$ cat config.mk
export PLATFORM = sky130hd
export DESIGN_NAME = uart_rx_parity_flat
export DESIGN_NICKNAME = d
export VERILOG_FILES = /design/src/rtl/uart_rx_parity_if.sv /design/src/rtl/uart_rx_parity.sv /design/src/flat_wrapper.sv
export SDC_FILE = /design/constraint.sdc
export NUM_CORES = 1
export LEC_CHECK = 0
export ABC_CLOCK_PERIOD_IN_PS = 4600
export BUFFER_PORTS_ARGS = -buffer_cell sky130_fd_sc_hd__buf_4
export CORE_ASPECT_RATIO = 2
export CORE_MARGIN = 2
export CORE_UTILIZATION = 52
export DETAILED_ROUTE_END_ITERATION = 16
export MAX_ROUTING_LAYER = met4
export PLACE_DENSITY = 0.72
export RECOVER_POWER = 50
export SYNTH_ARGS = -nofsm -noshare
export SYNTH_HDL_FRONTEND = slang
export SYNTH_SLANG_ARGS = --single-unit
$ cat constraint.sdc
create_clock -name clk -period 4.6 [get_ports clk]
set_clock_uncertainty 0.15 [all_clocks]
set_input_delay 0.92 -clock clk [delete_from_list [all_inputs] [get_ports clk]]
set_output_delay 0.92 -clock clk [all_outputs]
set_load 0.01 [all_outputs]
$ cat src/rtl/uart_rx_parity_if.sv
// uart_rx_parity_if
//   Bundles the serial-side inputs and parallel-side outputs of the UART
//   receiver.
//
//   Signals:
//     rx          serial line, idle high, asynchronous to clk
//     s_tick      1-clk strobe at 16x the baud rate
//     rx_dout     received data word, held until the next rx_done
//     rx_done     1-clk pulse when a frame completes
//     parity_err  even-parity check failed on the last frame
//     frame_err   stop bit of the last frame was sampled low
//     rx_busy     receiver is inside a frame
//
//   Modports:
//     master  the receiver. It consumes rx/s_tick and drives the results.
//     slave   the line driver, baud generator and host side.
interface uart_rx_parity_if #(
    parameter int D_BITS = 8
);
    logic              rx;
    logic              s_tick;
    logic [D_BITS-1:0] rx_dout;
    logic              rx_done;
    logic              parity_err;
    logic              frame_err;
    logic              rx_busy;

    modport master (
        input  rx,
        input  s_tick,
        output rx_dout,
        output rx_done,
        output parity_err,
        output frame_err,
        output rx_busy
    );

    modport slave (
        output rx,
        output s_tick,
        input  rx_dout,
        input  rx_done,
        input  parity_err,
        input  frame_err,
        input  rx_busy
    );
endinterface

$ cat src/rtl/uart_rx_parity.sv
// uart_rx_parity
//   UART receiver with even-parity checking. It is the counterpart of the
//   parity-generating transmitter.
//
//   Frame format:
//     start bit (0), then D_BITS data bits LSB first, then one even-parity bit,
//     then the stop bit (1).
//
//   Sampling:
//     The line is oversampled with s_tick at 16 ticks per bit. Each bit is
//     sampled at its centre, counted in 16-tick steps from the centre of the
//     start bit.
//
//   Ports:
//     clk    system clock. All logic runs on the rising edge.
//     reset  asynchronous, active-high reset.
//     bus    uart_rx_parity_if.master: rx, s_tick in; rx_dout, rx_done,
//            parity_err, frame_err, rx_busy out.
//
//   Parameters:
//     D_BITS   data bits per frame (1..8)
//     SB_TICK  s_tick count spent in the stop bit (16 = one stop bit)
module uart_rx_parity #(
    parameter int D_BITS  = 8,
    parameter int SB_TICK = 16
) (
    input  logic                   clk,
    input  logic                   reset,
    uart_rx_parity_if.master       bus
);

    typedef enum logic [2:0] {
        IDLE   = 3'd0,
        START  = 3'd1,
        DATA   = 3'd2,
        PARITY = 3'd3,
        STOP   = 3'd4
    } state_t;

    localparam logic [2:0] N_LAST = 3'(D_BITS - 1);
    localparam logic [3:0] S_LAST = 4'(SB_TICK - 1);

    state_t            state_q, state_d;
    logic [3:0]        s_q, s_d;
    logic [2:0]        n_q, n_d;
    logic [D_BITS-1:0] b_q, b_d;
    logic              par_q, par_d;
    logic              perr_q, perr_d;
    logic              sync1_q, sync1_d;
    logic              sync2_q, sync2_d;
    logic [D_BITS-1:0] dout_q, dout_d;
    logic              done_q, done_d;
    logic              parity_err_q, parity_err_d;
    logic              frame_err_q, frame_err_d;
    logic              rx_s;

    assign rx_s = sync2_q;

    // Next-state logic.
    // rx goes through two synchronizer flops, and every decision below uses
    // the synchronized copy rx_s. The tick counter s and the bit index n only
    // move on s_tick. The only exception is the IDLE->START entry: it reacts
    // on the first clock that rx_s goes low, so back-to-back frames lose no
    // time.
    always_comb begin
        state_d      = state_q;
        s_d          = s_q;
        n_d          = n_q;
        b_d          = b_q;
        par_d        = par_q;
        perr_d       = perr_q;
        sync1_d      = bus.rx;
        sync2_d      = sync1_q;
        dout_d       = dout_q;
        done_d       = 1'b0;
        parity_err_d = parity_err_q;
        frame_err_d  = frame_err_q;

        case (state_q)
            IDLE: begin
                if (!rx_s) begin
                    state_d = START;
                    s_d     = 4'd0;
                    par_d   = 1'b0;
                end
            end

            START: begin
                if (bus.s_tick) begin
                    if (s_q == 4'd7) begin
                        // At the centre of the start bit, a line that is
                        // already high again was only a glitch.
                        if (!rx_s) begin
                            state_d = DATA;
                            s_d     = 4'd0;
                            n_d     = 3'd0;
                        end else begin
                            state_d = IDLE;
                        end
                    end else begin
                        s_d = s_q + 4'd1;
                    end
                end
            end

            DATA: begin
                if (bus.s_tick) begin
                    if (s_q == 4'd15) begin
                        s_d              = 4'd0;
                        // Data arrives LSB first. Shifting in at the MSB
                        // leaves the first bit at b[0] once all bits are in.
                        b_d              = b_q >> 1;
                        b_d[D_BITS-1]    = rx_s;
                        par_d            = par_q ^ rx_s;
                        if (n_q == N_LAST) begin
                            state_d = PARITY;
                        end else begin
                            n_d = n_q + 3'd1;
                        end
                    end else begin
                        s_d = s_q + 4'd1;
                    end
                end
            end

            PARITY: begin
                if (bus.s_tick) begin
                    if (s_q == 4'd15) begin
                        s_d     = 4'd0;
                        perr_d  = par_q ^ rx_s;
                        state_d = STOP;
                    end else begin
                        s_d = s_q + 4'd1;
                    end
                end
            end

            STOP: begin
                if (bus.s_tick) begin
                    if (s_q == S_LAST) begin
                        s_d          = 4'd0;
                        done_d       = 1'b1;
                        dout_d       = b_q;
                        parity_err_d = perr_q;
                        frame_err_d  = ~rx_s;
                        state_d      = IDLE;
                    end else begin
                        s_d = s_q + 4'd1;
                    end
                end
            end

            default: begin
                state_d = IDLE;
            end
        endcase
    end

    // State and output registers.
    // The synchronizer resets to the idle-high line level. This stops a
    // reset release from looking like a start bit.
    always_ff @(posedge clk or posedge reset) begin
        if (reset) begin
            state_q      <= IDLE;
            s_q          <= 4'd0;
            n_q          <= 3'd0;
            b_q          <= '0;
            par_q        <= 1'b0;
            perr_q       <= 1'b0;
            sync1_q      <= 1'b1;
            sync2_q      <= 1'b1;
            dout_q       <= '0;
            done_q       <= 1'b0;
            parity_err_q <= 1'b0;
            frame_err_q  <= 1'b0;
        end else begin
            state_q      <= state_d;
            s_q          <= s_d;
            n_q          <= n_d;
            b_q          <= b_d;
            par_q        <= par_d;
            perr_q       <= perr_d;
            sync1_q      <= sync1_d;
            sync2_q      <= sync2_d;
            dout_q       <= dout_d;
            done_q       <= done_d;
            parity_err_q <= parity_err_d;
            frame_err_q  <= frame_err_d;
        end
    end

    assign bus.rx_dout    = dout_q;
    assign bus.rx_done    = done_q;
    assign bus.parity_err = parity_err_q;
    assign bus.frame_err  = frame_err_q;
    assign bus.rx_busy    = (state_q != IDLE);

endmodule
$ cat src/flat_wrapper.sv
// flat-port wrapper written by rule: the top's interface ports become plain ports
module uart_rx_parity_flat 
#(
    parameter int D_BITS  = 8,
    parameter int SB_TICK = 16
)
  (clk, reset, bus_rx, bus_s_tick, bus_rx_dout, bus_rx_done, bus_parity_err, bus_frame_err, bus_rx_busy);
  uart_rx_parity_if #(.D_BITS(D_BITS)) bus_i ();
  input  logic clk;
  input  logic reset;
  input wire logic [$bits(bus_i.rx)-1:0] bus_rx;
  input wire logic [$bits(bus_i.s_tick)-1:0] bus_s_tick;
  output wire logic [$bits(bus_i.rx_dout)-1:0] bus_rx_dout;
  output wire logic [$bits(bus_i.rx_done)-1:0] bus_rx_done;
  output wire logic [$bits(bus_i.parity_err)-1:0] bus_parity_err;
  output wire logic [$bits(bus_i.frame_err)-1:0] bus_frame_err;
  output wire logic [$bits(bus_i.rx_busy)-1:0] bus_rx_busy;
  assign bus_i.rx = bus_rx;
  assign bus_i.s_tick = bus_s_tick;
  assign bus_rx_dout = bus_i.rx_dout;
  assign bus_rx_done = bus_i.rx_done;
  assign bus_parity_err = bus_i.parity_err;
  assign bus_frame_err = bus_i.frame_err;
  assign bus_rx_busy = bus_i.rx_busy;
  uart_rx_parity #(.D_BITS(D_BITS), .SB_TICK(SB_TICK)) u_core (.clk(clk), .reset(reset), .bus(bus_i));
endmodule
Word level (Yosys, flattened, before mapping)
Cells that the tools add are included.

storage, ports and cells
  flip-flop bits (word level) = 33
  input bits = 4
  output and inout port bits = 12
  word-level logic and storage cells = 81

operators by class
  $add $sub $neg = 2
  eq/ne operators = 20
  multiplexer cells = 32
  bitwise gates (word level) = 2
  reduce and logical (&&, ||, !) cells = 13

operators with widths
  kind                                                                   number
  3-bit 2-to-1 mux                                                       16
  4-bit 2-to-1 mux                                                       5
  3-bit case mux with 5 select lines                                     1
  2-bit != test, second input constant                                   7
  2-bit by 1-bit != test with 1-bit output, second input constant        6
  4-bit case mux with 3 select lines                                     1
  3-bit AND reduction                                                    4
  10-bit AND reduction                                                   1
  7-bit AND reduction                                                    1
  3-bit by 2-bit equality test with 1-bit output, second input constant  2
  3-bit equality test, second input constant                             2
  1-bit 2-to-1 mux                                                       6
  3-bit case mux with 2 select lines                                     1
  3-bit nonzero test                                                     2
  4-bit by 1-bit adder with 4-bit output, second input constant          1
  4-bit by 3-bit equality test with 1-bit output, second input constant  1
  4-bit equality test, second input constant                             1
  4-bit AND reduction                                                    1
  2-bit nonzero test                                                     2
  3-bit by 1-bit adder with 3-bit output, second input constant          1
  3-bit by 1-bit equality test with 1-bit output, second input constant  1
  3-bit zero test                                                        1
  3-bit OR reduction                                                     1
  2-bit 2-to-1 mux                                                       1
  3 further kinds                                                        3

Logic depth before layout (Yosys ltp)
  depth in word-level cells = 5
  mapped depth = 6
  gate-level depth less buffers = 6

Worst setup path before layout
OpenSTA, ideal clock, no wires.

  kind = input to register
  start point = input port bus_s_tick
  end point = register u_core.parity_err_q, in the netlist u_core.bus.parity_err
  setup time = 0.125 ns
  data arrival time = 1.800 ns
  required time = 4.325 ns
  setup slack = 2.525 ns
  cell stages on the path = 4
  path buffers = 1
  path through = nand4_2 nor2_1 buf_6 mux2_2

on the way
  cells in the longest elaborated chain, start to end = 1

RTL lines
  item                           RTL line               RTL
  start: declaration             flat_wrapper.sv:12     input wire logic [$bits(bus_i.s_tick)-1:0] bus_s_tick;
  3-bit AND reduction (no line)  -
  end signal: assignment         uart_rx_parity.sv:187  parity_err_q <= parity_err_d;
  end: declaration               uart_rx_parity.sv:53   logic parity_err_q, parity_err_d;

No other way between the ends.
A chain may end at the register's enable or synchronous reset.

Final worst setup path
  start point = register u_core.state_q[1]
  end point = output port bus_rx_busy

on the way
  cells in the longest elaborated chain, start to end = 1

RTL lines
  item                      RTL line               RTL
  start: declaration        uart_rx_parity.sv:43   state_t state_q, state_d;
  start signal: assignment  uart_rx_parity.sv:177  state_q <= state_d;
  3-bit nonzero test        uart_rx_parity.sv:196  assign bus.rx_busy = (state_q != IDLE);
  end: declaration          flat_wrapper.sv:17     output wire logic [$bits(bus_i.rx_busy)-1:0] bus_rx_busy;

No other way between the ends.

==> impl_summary.log <==
INFO  metric grt_setup_unrepaired = no
INFO  metric first_global_vias = 1153
INFO  metric timing.critical_path.from = u_core.state_q[1]
INFO  metric floorplan.rows = 29
INFO  metric total_leakage_power = 0.000917 uW
INFO  metric global_route_wire_length_before_repair = 5700 microns
INFO  metric grt_overflow = 0
INFO  metric drtAntennaViolNets = 0
INFO  metric netlist_area = 1660 sq um
INFO  metric worstMarginPinSlew = 1.67 ns
INFO  metric finalWorstSetupSlack = between 2 and 2.5 ns
INFO  metric ratio_of_cells_with_drive_above_1_in_the_final_layout = 29.9%
INFO  metric post_synthesis_async_set_or_reset_flop_share = 100%
INFO  metric synth-edff-count = 0
INFO  metric rrSetupSlack = around 2.2 ns
INFO  metric ir_drop = 0.303 mV
INFO  metric violations = max-capacitance violations, max-slew violations
INFO  metric io_pins = 16
INFO  metric crit_path_start_kind = flip-flop
INFO  metric synthTopCellsByArea = dfrtp_1, mux2_2, dfstp_2, ha_1, o21ai_0
INFO  metric n_antenna_cell = 0
INFO  metric area_delta_synth_final = 12.0%
INFO  metric hold_path_startpoint = u_core.sync1_q
INFO  metric number_of_post_cts_setup_repair_buffers = 0
INFO  metric synth.ff_latch_count = 33
INFO  metric timing.rr.start = u_core.state_q[1]
INFO  metric cts_inserted_buffers = 5
INFO  metric synthFlopType = dfrtp_1
INFO  metric cell_type_with_the_largest_total_area_after_synthesis = dfrtp_1
INFO  metric globalplace.congestion = 0.951
INFO  metric dp_hpwl = ~2500 microns
INFO  metric postCtsHoldBufs = 0
INFO  metric ys_top_cells_by_count = dfrtp_1, mux2_2, nand2_1, nor2_1, o21ai_0
INFO  metric period_minus_slack = about 2.6 ns
INFO  metric crit-reg2reg-capture = u_core.bus.rx_dout[5]
INFO  metric clock_latency = 0.28 ns
INFO  metric design.final.nets = 170
INFO  metric worst_setup_hold_path_clk_slew = 0.07 ns
INFO  metric syn-instance-count = ~150
INFO  metric maximum_number_of_pins_on_one_net_before_global_route_repair = 34
INFO  metric fp.coreArea = approximately 3100 sq um
INFO  metric grt_antenna_before_repair = 0
INFO  metric run_status = complete, but fails checks
INFO  metric synth_seq_area_share = about half
INFO  metric synthMostInstantiatedCell = dfrtp_1
INFO  metric worst_setup_path_end_kind = primary output
INFO  metric max_cap_viol_count = 1
INFO  metric drt_iter0_markers = 34
INFO  metric hold_violations_final = 0
INFO  metric syn-num-nets = 154
INFO  metric hp-class = reg -> reg
INFO  metric r2r.worst_path.cells = 4
INFO  metric vias = 1184
INFO  metric vias_per_cell = a little over 6
INFO  metric syn_avg_cell_area = 11.3 sq um
INFO  metric criticalPathCategory = reg -> out
INFO  metric power_per_cell_area = 498 nW/um^2
INFO  metric fmaxAchievable = 390 MHz
INFO  metric report.final.setup_viol = 0
INFO  metric timing.max_slew.rel_slack = -11.4%
INFO  metric tritoncts = done
INFO  metric clock-root-buffer = clkbuf_8
INFO  metric floorplan.die.height = between 80 and 90 microns
INFO  metric worst-path-max-fanout = 18
INFO  metric count_of_pins_over_their_slew_limit = 34
INFO  metric totalWireLength = 3300 microns
INFO  metric route.detailed.wl_per_inst = approximately 17 microns
INFO  metric timing.setup.tns = 0 ns
INFO  metric drc = 0
INFO  metric pre_cts_slack = 1.89 ns
INFO  metric cts_sinks = 33
INFO  metric worstPathRequired = 3.53 ns
INFO  metric worstPathArrival = 1.50 ns
INFO  metric design.die.area = 3700 sq um
INFO  metric fin_crit_sh = 55.8%
INFO  metric cts_repair_resize_count = 0
INFO  metric global_route.usage.total = 21.6%
INFO  metric depth_of_the_cts_h_tree = 2
INFO  metric port_buffers = 15
INFO  metric yosys_warnings = 0
INFO  metric yosysUniqueCellTypes = 44
INFO  metric synth.top_cell.area_share = roughly 47%
INFO  metric start_util = 53.3%
INFO  metric die-width = approximately 44 microns
INFO  metric clockBufferDepth = 2
INFO  metric firstDrtPassIters = 4
INFO  metric critical_path_end = bus_rx_busy
==> area by class of cell <==
type                       instances  area (sq um)
fill                             263          1260
clock inverter                     1          7.51
timing repair buffer              16           113
tap                               31          38.8
clock buffer                       7          86.3
inverter                           6          22.5
multi-input combinational        101           767
sequential                        33           828
==> power by group <==
part / switching, uW / internal (uW) / leakage (uW)
logic: 160 / 135 / 0.000437
clock network: 104 / 121 / 0.0000445
registers: 76.9 / 331 / 0.000436
total: 341 / 588 / 0.000917
==> layer usage <==
layer | wire length [microns] | track usage [%]
met1 | 1210 | 24.0
met5 | 0 | -
met4 | 109 | 11.0
met2 | 1890 | 34.9
met3 | 93 | 4.55
==> metrics by stage <==
step                total power, uW  hold slack (ns)  instances  area, sq um  utilization (%)
global placement                696            0.196        187         1780             57.1
global route                    994            0.213        195         1860             59.7
finish                          929            0.209        195         1860             59.7
floorplan                       637            0.195        147         1660                -
CTS                             937            0.211        195         1880             60.1
detailed placement              708            0.201        187         1780             57.1
==> placed cells by master, fill, tap and decap left out, types with 3 or more instances in the layout <==
master / netlist / layout
a21oi_1: 4 / 4
mux2_2: 20 / 20
nor2_1: 8 / 8
dfrtp_1: 31 / 31
clkbuf_8: 0 / 6
nand2_1: 8 / 8
and3_1: 3 / 3
nand2b_1: 5 / 5
nand3_1: 3 / 3
buf_4: 1 / 12
inv_1: 5 / 5
o21ai_0: 7 / 7
nor2b_1: 3 / 3
o211ai_1: 3 / 3
clkbuf_1: 2 / 3
ha_1: 3 / 3
==> critical path, cell delays in order, from the launching register on <==
cell     delay, ns
dfrtp_1       0.56
or3_1         0.48
buf_4         0.17
==> sequential cells by signal, summed over array words and instances, names as in the netlist <==
name                   count
u_core.b_q                 8
u_core.bus.frame_err       1
u_core.bus.parity_err      1
u_core.bus.rx_done         1
u_core.bus.rx_dout         8
u_core.n_q                 3
u_core.par_q               1
u_core.perr_q              1
u_core.rx_s                1
u_core.s_q                 4
u_core.state_q             3
u_core.sync1_q             1
==> worst min-delay path by stage <==
stage                        endpoint  cells after the start
after floorplan           u_core.rx_s                      0
after global placement    u_core.rx_s                      0
after detailed placement  u_core.rx_s                      0
after CTS                 u_core.rx_s                      0
after global routing      u_core.rx_s                      0
final                     u_core.rx_s                      0
==> logic make-up (layout without fill, tap and decap cells) <==
| kind of cell | Yosys count | count (layout) | share of synthesized area, % |
|---|---|---|---|
| simple gates | 42 | 42 | 14.9 |
| flops | 33 | 33 | 49.8 |
| compound gates | 30 | 30 | 12.3 |
| mux | 22 | 22 | 14.8 |
| buf+inv | 13 | 30 | 3.83 |
| fa+ha+maj | 4 | 4 | 2.86 |
| xor+xnor | 3 | 3 | 1.58 |
Note: power is estimated with default switching activity, not from simulation.
